==> src/rtl/cpu_run_monitor.sv <==
// cpu_run_monitor: run controller for the out-of-order CPU.
// Holds the core in reset for RST_CYCLES after rstn releases, then counts run
// cycles and committed instructions until a halt, a commit-stall hang or the
// cycle budget ends the run.
// Optional per-lane commit totals are enabled with CPU_RUN_MONITOR_LANE_CNT_EN.
module cpu_run_monitor #(
    parameter int RST_CYCLES   = 4,
    parameter int MAX_CYCLES   = 300,
    parameter int HANG_CYCLES  = 64,
    parameter int COMMIT_WIDTH = 2,
    parameter int CNT_W        = 32
) (
    input  logic                    clk,
    input  logic                    rstn,
    input  logic [COMMIT_WIDTH-1:0] commit_valid,
    input  logic                    halt_req,
    output logic                    core_rstn,
    output logic [1:0]              state,
    output logic [CNT_W-1:0]        cycle_count,
    output logic [CNT_W-1:0]        commit_count,
    output logic                    done,
    output logic                    halted,
    output logic                    hang,
    output logic                    timeout
`ifdef CPU_RUN_MONITOR_LANE_CNT_EN
    ,
    output logic [COMMIT_WIDTH*CNT_W-1:0] lane_count
`endif
);

    typedef enum logic [1:0] {
        ST_RESET = 2'b00,
        ST_RUN   = 2'b01,
        ST_DONE  = 2'b10
    } state_t;

    state_t           state_q;
    state_t           state_d;
    logic [CNT_W-1:0] rst_cnt;
    logic [CNT_W-1:0] rst_cnt_d;
    logic [CNT_W-1:0] idle_cnt;
    logic [CNT_W-1:0] idle_cnt_d;
    logic [CNT_W-1:0] cycle_d;
    logic [CNT_W-1:0] commit_d;
    logic [CNT_W-1:0] pop;
    logic [CNT_W:0]   commit_sum;
    logic             core_rstn_d;
    logic             done_d;
    logic             halted_d;
    logic             hang_d;
    logic             timeout_d;

    assign state = state_q;

    // Count how many commit lanes retired an instruction this cycle.
    always_comb begin
        pop = '0;
        for (int i = 0; i < COMMIT_WIDTH; i++) begin
            pop = pop + CNT_W'(commit_valid[i]);
        end
    end

    // Next-state logic: reset hold countdown, run accounting and termination.
    always_comb begin
        state_d     = state_q;
        rst_cnt_d   = rst_cnt;
        idle_cnt_d  = idle_cnt;
        cycle_d     = cycle_count;
        commit_d    = commit_count;
        core_rstn_d = core_rstn;
        done_d      = done;
        halted_d    = halted;
        hang_d      = hang;
        timeout_d   = timeout;
        commit_sum  = {1'b0, commit_count} + {1'b0, pop};
        case (state_q)
            ST_RESET: begin
                rst_cnt_d = rst_cnt + CNT_W'(1);
                if (rst_cnt_d == CNT_W'(RST_CYCLES)) begin
                    state_d     = ST_RUN;
                    core_rstn_d = 1'b1;
                end
            end
            ST_RUN: begin
                cycle_d    = cycle_count + CNT_W'(1);
                commit_d   = commit_sum[CNT_W] ? '1 : commit_sum[CNT_W-1:0];
                idle_cnt_d = (|commit_valid) ? '0 : idle_cnt + CNT_W'(1);
                if (halt_req) begin
                    halted_d = 1'b1;
                end else if (idle_cnt_d == CNT_W'(HANG_CYCLES)) begin
                    hang_d = 1'b1;
                end else if (cycle_d == CNT_W'(MAX_CYCLES)) begin
                    timeout_d = 1'b1;
                end
                if (halted_d || hang_d || timeout_d) begin
                    state_d = ST_DONE;
                    done_d  = 1'b1;
                end
            end
            default: begin
            end
        endcase
    end

    // Register every output and internal counter with synchronous reset.
    always_ff @(posedge clk) begin
        if (!rstn) begin
            state_q      <= ST_RESET;
            rst_cnt      <= '0;
            idle_cnt     <= '0;
            cycle_count  <= '0;
            commit_count <= '0;
            core_rstn    <= 1'b0;
            done         <= 1'b0;
            halted       <= 1'b0;
            hang         <= 1'b0;
            timeout      <= 1'b0;
        end else begin
            state_q      <= state_d;
            rst_cnt      <= rst_cnt_d;
            idle_cnt     <= idle_cnt_d;
            cycle_count  <= cycle_d;
            commit_count <= commit_d;
            core_rstn    <= core_rstn_d;
            done         <= done_d;
            halted       <= halted_d;
            hang         <= hang_d;
            timeout      <= timeout_d;
        end
    end

`ifdef CPU_RUN_MONITOR_LANE_CNT_EN
    logic [COMMIT_WIDTH*CNT_W-1:0] lane_d;

    // Per-lane saturating commit totals, advancing only while running.
    always_comb begin
        lane_d = lane_count;
        if (state_q == ST_RUN) begin
            for (int i = 0; i < COMMIT_WIDTH; i++) begin
                if (commit_valid[i] && (lane_count[i*CNT_W +: CNT_W] != '1)) begin
                    lane_d[i*CNT_W +: CNT_W] = lane_count[i*CNT_W +: CNT_W] + CNT_W'(1);
                end
            end
        end
    end

    // Register the per-lane totals.
    always_ff @(posedge clk) begin
        if (!rstn) begin
            lane_count <= '0;
        end else begin
            lane_count <= lane_d;
        end
    end
`endif

endmodule

==> config.mk <==
export PLATFORM = sky130hd
export DESIGN_NAME = cpu_run_monitor
export DESIGN_NICKNAME = d
export VERILOG_FILES = /design/src/rtl/cpu_run_monitor.sv
export SDC_FILE = /design/constraint.sdc
export NUM_CORES = 1
export LEC_CHECK = 0
export CAP_MARGIN = 20
export CELL_PAD_IN_SITES_DETAIL_PLACEMENT = 1
export CELL_PAD_IN_SITES_GLOBAL_PLACEMENT = 1
export CORE_ASPECT_RATIO = 0.5
export CORE_MARGIN = 1
export CORE_UTILIZATION = 47
export DETAILED_ROUTE_END_ITERATION = 6
export DONT_BUFFER_PORTS = 1
export GPL_ROUTABILITY_DRIVEN = 0
export MAX_ROUTING_LAYER = met4
export PLACE_DENSITY_LB_ADDON = 0.2
export SYNTH_ARGS = -nofsm -noshare
export SYNTH_HDL_FRONTEND = slang
export SYNTH_SLANG_ARGS = --single-unit
==> constraint.sdc <==
create_clock -name clk -period 3.27 [get_ports clk]
set_input_delay 0.654 -clock clk [delete_from_list [all_inputs] [get_ports clk]]
set_output_delay 0.654 -clock clk [all_outputs]
set_load 0.02 [all_outputs]
==> impl_results.md, run 1 <==
- NetSw: 1.03 mW
- CP max FO: 7
- Skew final: 0.00924 ns
- Worst setup EP type: flop
- Post-CTS Resized: 0
- Wirelength, routed: 23.3 mm
- XOR/XNOR Fraction of Synth Area: 0.125
- Slew margin rel.: 0.492
- Final setup viols: 0
- Lkg Pwr: roughly 3.0 nW
- Die Area: 17300 um^2
- Worst slew pin tran: 0.758 ns
- Root Buffer: clkbuf_16
- Period minus WS final: 3.11 ns
- Area delta synth->final: 11.9%
- Synth cell count leaders: dfxtp_1, nor2_1, nand2_1
- Synthesized-area fraction occupied by adder cells: 0.0105
- I/O Pins: 76
- Syn Area/Cell: 7.62 um^2
- Max Used Layer: met4
- Vias in the first global route: about 7.6k
- Fraction of layout cells with a size suffix above 1: 0.0997
- Overall power: 4.03 mW
- Synth cell types: 61
- RSZ-0062 raised after global routing: false
- Largest stage delay on the critical path: 0.58 ns
- Initial Util: 0.496
- Drt first pass iters: 5
- Pin count of the biggest net entering global routing: 54
- Sum Neg Setup Slack: 0 ns
- Sequential element share of the synthesized area: 0.344
- Arr. time, crit path: 3.42 ns
- Max Clock Freq: roughly 320 MHz
- Outcome: finished, final reports clean
- Hold path depth: 1
- Slowest CP cell: or4_4
- Chip height: 93.5 um
- Global-route wire length before repair: 38.0 mm
- Share of synthesized registers carrying an async set or reset: 0
- CTS tree: done
- First DRT Iteration DRCs: 402
- Area share of the largest cell type after synthesis: 0.344
- Synth area leader: dfxtp_1
- Crit share post-route: 0.951
- FF-to-FF path depth: 10
- DRC: 0
- Synth area leaders: dfxtp_1, xor2_1, xnor2_1, nor2_1, nand2_1
- Insertion delay to the later sink of the worst-skew pair: 0.42 ns
- Main combinational cell family by area after synthesis: simple AND/OR/NAND/NOR gates
- Met3 WL: approximately 1.1 mm
- Post-Syn Nets: 1043
- All-layer global routing usage: 0.283
- Count leader, synth: dfxtp_1
- Post-synthesis mux area share: 0.0142
- Required time of the critical path: 3.58 ns
- ANT cells: 0
- HP Class: input pin to flop
- CTS Buffer Depth: 2
- Type of origin of the critical path: flop
- M1 WL: 10.7 mm
- Initial antenna violation count: 0
- Compound-gate portion of the synthesized area: 0.124
- Clock Sink Count: 135
- Final Slew Violations: 0
- DR vias/cell: 6.02
- DP HPWL: 16.1 mm
- CTS H-tree lvls: 4
- Logic gate share of total power: 0.069
- Primary FF master, synth: dfxtp_1
- Clock-pin slew on the worst setup and hold paths: 0.06 ns
- Via count: 7549
- Mapped Cells: about 1.0k
- IO buf count: 0
- Synthesized flop and latch total: 135
- Crit-path cells: ha_1, buf_4, nand4_1, or3_1, nor2_1, o2111ai_1, or4_4, nor4_4, nor4_2, o31a_1
- Num CTS Buffers: 17
- Layout Nets: between 1k and 1.5k
- VDD IR max: 0.402 mV
- Core area: roughly 16000 um^2
- Net Sw Frac: 0.256
- Post-route ant nets: 0
- Setup CP Type: flop to flop
- Sequential Power Share: 0.430
- EDFF count, synth: 0
- MaxCap Viol Count: 0
- Post-CTS Setup Bufs: 0
- Synthesized area: 7860 um^2
- YS warnings: 0
- Synth Area in Simple Gates: 0.337
- CTS Hold Bufs: 0
- Clock share of power: 0.501
- Met2 wire length: 11.2 mm
- Final hold vios: 0
- Wire length per cell: roughly 19 um
- # rows: 32
- Die width: ~180 um
- PD cells: 458 nW/um^2
- Grt ovf: 0
- Internal: 3.00 mW
## power groups by stage
| stage | Sequential [mW] | Clock [mW] | Combinational, mW |
|---|---|---|---|
| 2_1_floorplan | 1.76 | 0 | 0.177 |
| 3_3_place_gp | 1.77 | 0 | 0.262 |
| 3_5_place_dp | 1.77 | 0 | 0.274 |
| 4_1_cts | 1.73 | 2.05 | 0.277 |
| 5_1_grt | 1.74 | 2.12 | 0.304 |
| 6_report | 1.73 | 2.02 | 0.276 |
## final cells by class
cell class	instances	area, um^2
fill	1978	7050
multi-input combinational	805	4820
sequential	135	2700
clock buffer	20	447
timing repair buffer	43	323
tap	221	277
clock inverter	12	166
inverter	18	70.1
## sequential cells by signal, summed over array words and instances, names as in the netlist
register and count:
commit_count 32, cycle_count 32, idle_cnt 32, rst_cnt 32, state 2, core_rstn 1
done 1, halted 1, hang 1, timeout 1
## logic make-up after synthesis
family          after synthesis
simple gates                512
compound gates              164
fa+ha+maj                     6
mux                          11
flops                       135
xor+xnor                    112
buf+inv                      92
## worst paths after layout
path | from | endpoint | slack (ns)
setup / recovery | idle_cnt[0] | state[1] | 0.16
hold / removal | rstn | idle_cnt[22] | 0.36
setup reg to reg | idle_cnt[0] | state[1] | 0.16
hold reg to reg | idle_cnt[31] | idle_cnt[31] | 0.48
## per-layer routing
metal  vias to the layer above  global-route usage
li1                       3621                   -
met1                      3739               0.350
met2                       157               0.466
met3                        32              0.0670
met4                         0              0.0702
met5                         -                   -
## through the flow
stage	hold WS (ns)	instances	worst slack (ns)	utilization	instance area [um^2]
after detailed placement	0.474	1222	0.0592	0.516	8170
after global placement	0.458	1222	0.185	0.516	8170
after global routing	0.334	1254	0.0286	0.555	8800
final	0.357	1254	0.160	0.555	8800
after floorplan	0.445	1032	0.297	-	7860
after CTS	0.342	1254	0.0327	0.554	8790
## cell usage in the layout, fill, tap and decap left out, types with 5 or more instances in the layout
| cell | count |
|---|---|
| mux2i_1 | 10 |
| a21oi_1 | 76 |
| nor2_1 | 124 |
| o21ai_0 | 35 |
| buf_4 | 43 |
| inv_1 | 17 |
| nor3_1 | 37 |
| nand2_1 | 109 |
| or4_1 | 5 |
| a211oi_1 | 7 |
| ha_1 | 5 |
| xnor2_1 | 54 |
| and4_1 | 17 |
| a31oi_1 | 8 |
| or3_1 | 17 |
| and2_1 | 9 |
| nor4_2 | 6 |
| xor2_1 | 58 |
| or2_2 | 9 |
| dfxtp_1 | 135 |
| clkbuf_16 | 17 |
| and3_1 | 27 |
| nor2b_1 | 5 |
| nor4_1 | 18 |
| nand3_1 | 57 |
| nand4_1 | 47 |
## worst max-delay path, delay by kind of cell (launching register included)
kind / cells / cell delay [ns]
compound gates: 2 / 0.46
fa+ha+maj: 1 / 0.23
buf+inv: 1 / 0.15
flops: 1 / 0.43
simple gates: 6 / 1.74
(Power assumes the default switching activity.)
==> run 2, diff against run 1 <==
--- a/config.mk
+++ b/config.mk
@@ -16,6 +16,7 @@
 export GPL_ROUTABILITY_DRIVEN = 0
 export MAX_ROUTING_LAYER = met4
 export PLACE_DENSITY_LB_ADDON = 0.2
+export REMOVE_ABC_BUFFERS = 1
 export SYNTH_ARGS = -nofsm -noshare
 export SYNTH_HDL_FRONTEND = slang
 export SYNTH_SLANG_ARGS = --single-unit
==> impl_results.md, run 2 (synthesis gave the netlist of run 1 again) <==
- Outcome: finished, final reports clean (unchanged)
- DRC: 0 (unchanged)
- DR vias/cell: 6.08 (was 6.02)
- Drt first pass iters: 4 (was 5)
- Pin count of the biggest net entering global routing: 63 (was 54)
- CTS tree: done (unchanged)
- Final hold vios: 0 (unchanged)
- Area delta synth->final: 12.1% (was 11.9%)
- CP top delay family: simple AND/OR/NAND/NOR gates (unchanged)
- Chip height: 93.5 um (unchanged)
- Lkg Pwr: 2.98 nW (was 2.96 nW)
- Required time of the critical path: 3.59 ns (was 3.58 ns)
- Period minus WS final: 3.16 ns (was 3.11 ns)
- Global-route wire length before repair: 39.5 mm (was 38.0 mm)
- Layout Utilization: 0.556 (was 0.555)
- Core area: 15900 um^2 (unchanged)
- Final Non-Filler Cells: 1249 (was 1254)
- Worst slew pin tran: 0.760 ns (was 0.758 ns)
- DP HPWL: 16.2 mm (was 16.1 mm)
- Skew final: 0.0156 ns (was 0.00924 ns)
- MaxCap Viol Count: 0 (unchanged)
- Final Slew Violations: 0 (unchanged)
- CTS H-tree lvls: 4 (unchanged)
- Vias in the first global route: 7838 (was 7560)
- Fraction of layout cells with a size suffix above 1: 0.0992 (was 0.0997)
- VDD IR max: 0.351 mV (was 0.402 mV)
- Wirelength, routed: 23.9 mm (was 23.3 mm)
- Max Clock Freq: 317 MHz (was 322 MHz)
- Setup CP Type: flop to flop (unchanged)
- # rows: 32 (unchanged)
- Initial antenna violation count: 0 (unchanged)
- HP Class: input pin to flop (unchanged)
- Root Buffer: clkbuf_16 (unchanged)
- Arr. time, crit path: 3.48 ns (was 3.42 ns)
- ANT cells: 0 (unchanged)
- I/O Pins: 76 (unchanged)
- Wire length per cell: 19.1 um (was 18.6 um)
- Die Area: 17300 um^2 (unchanged)
- Final setup viols: 0 (unchanged)
- Worst setup EP type: flop (unchanged)
- Crit share post-route: 0.965 (was 0.951)
- Hold path depth: 1 (unchanged)
- Slowest CP cell: dfxtp_1 (was or4_4)
- FF-to-FF path depth: 9 (was 10)
- RSZ-0062 raised after global routing: false (unchanged)
- Grt ovf: 0 (unchanged)
- Most frequent cells in the layout: dfxtp_1, nor2_1, nand2_1, a21oi_1, xor2_1 (unchanged)
- Layout Nets: 1027 (was 1031)
- Levels on crit path: 9 (was 10)
- Insertion delay to the later sink of the worst-skew pair: 0.43 ns (was 0.42 ns)
- CP max FO: 9 (was 7)
- PD cells: 466 nW/um^2 (was 458 nW/um^2)
- Crit-path cells: and4_1, nand4_1, buf_4, nor4_1, o22ai_1, nand3b_1, nor4_4, nor4_2, o31a_1 (was ha_1, buf_4, nand4_1, or3_1, nor2_1, o2111ai_1, or4_4, nor4_4, nor4_2, o31a_1)
- Post-route ant nets: 0 (unchanged)
- Sum Neg Setup Slack: 0 ns (unchanged)
- First DRT Iteration DRCs: 402 (unchanged)
- Clock-pin slew on the worst setup and hold paths: 0.07 ns (was 0.06 ns)
- Die width: 185 um (unchanged)
- All-layer global routing usage: 0.296 (was 0.283)
- WP buf/inv: 1 (unchanged)
- Clock Sink Count: 135 (unchanged)
- CTS Hold Bufs: 0 (unchanged)
- CTS Buffer Depth: 2 (unchanged)
- Via count: 7588 (was 7549)
- Inst Count DP: 1218 (was 1222)
- IO buf count: 0 (unchanged)
- Initial Util: 0.496 (unchanged)
- Slew margin rel.: 0.489 (was 0.492)
- Num CTS Buffers: 17 (unchanged)
- Post-CTS Setup Bufs: 0 (unchanged)
- Most common cell after layout, fill and taps aside: dfxtp_1 (unchanged)
- Type of origin of the critical path: flop (unchanged)
- Largest stage delay on the critical path: 0.50 ns (was 0.58 ns)
-- run 2: final cells by class --
class	instances	area (um^2)
Clock buffer	19	453
Clock inverter	12	176
Fill cell	1983	7040
Inverter	18	70.1
Multi-Input combinational cell	805	4840
Sequential cell	135	2700
Tap cell	221	277
Timing Repair Buffer	39	293
-- run 2: metrics by stage --
step / total power, mW / setup slack, ns / instance area, um^2 / hold WS, ns
2_1_floorplan: 1.92 / 0.0789 / 7570 / 0.445
3_3_place_gp: 2.03 / 0.181 / 8140 / 0.456
3_5_place_dp: 2.05 / 0.102 / 8140 / 0.466
4_1_cts: 4.14 / 0.0382 / 8770 / 0.336
5_1_grt: 4.24 / 0.00764 / 8810 / 0.326
6_report: 4.11 / 0.115 / 8810 / 0.347
-- run 2: layer usage --
metal,track usage,vias to the layer above,routed length [um]
li1,-,3622,-
met1,0.350,3758,11000
met2,0.488,172,11200
met3,0.0833,36,1410
met4,0.0950,0,337
met5,-,-,0
-- run 2: worst reg2reg max path, cell delays in order (launching register included) --
cell      delay (ns)
dfxtp_1         0.50
and4_1          0.39
nand4_1         0.30
buf_4           0.26
nor4_1          0.33
o22ai_1         0.21
nand3b_1        0.28
nor4_4          0.37
nor4_2          0.13
o31a_1          0.30
-- run 2: repair_timing --
action / in CTS / in global routing
hold endpoints to repair: 0 / 0
resized for setup: 0 / 7
setup endpoints to repair: 0 / 5
-- run 2: path summary, 6_finish.rpt --
path,startpoint,endpoint,slack [ns]
max,idle_cnt[2],state[1],0.11
min,rstn,core_rstn,0.35
max reg2reg,idle_cnt[2],state[1],0.11
min reg2reg,idle_cnt[31],idle_cnt[31],0.47
-- run 2: report_power, final --
group          total, mW  switching (mW)  internal [mW]  leakage, nW
registers           1.73          0.0544           1.68         1.09
clock network       2.09           0.778           1.31        0.305
logic              0.287           0.200         0.0874         1.59
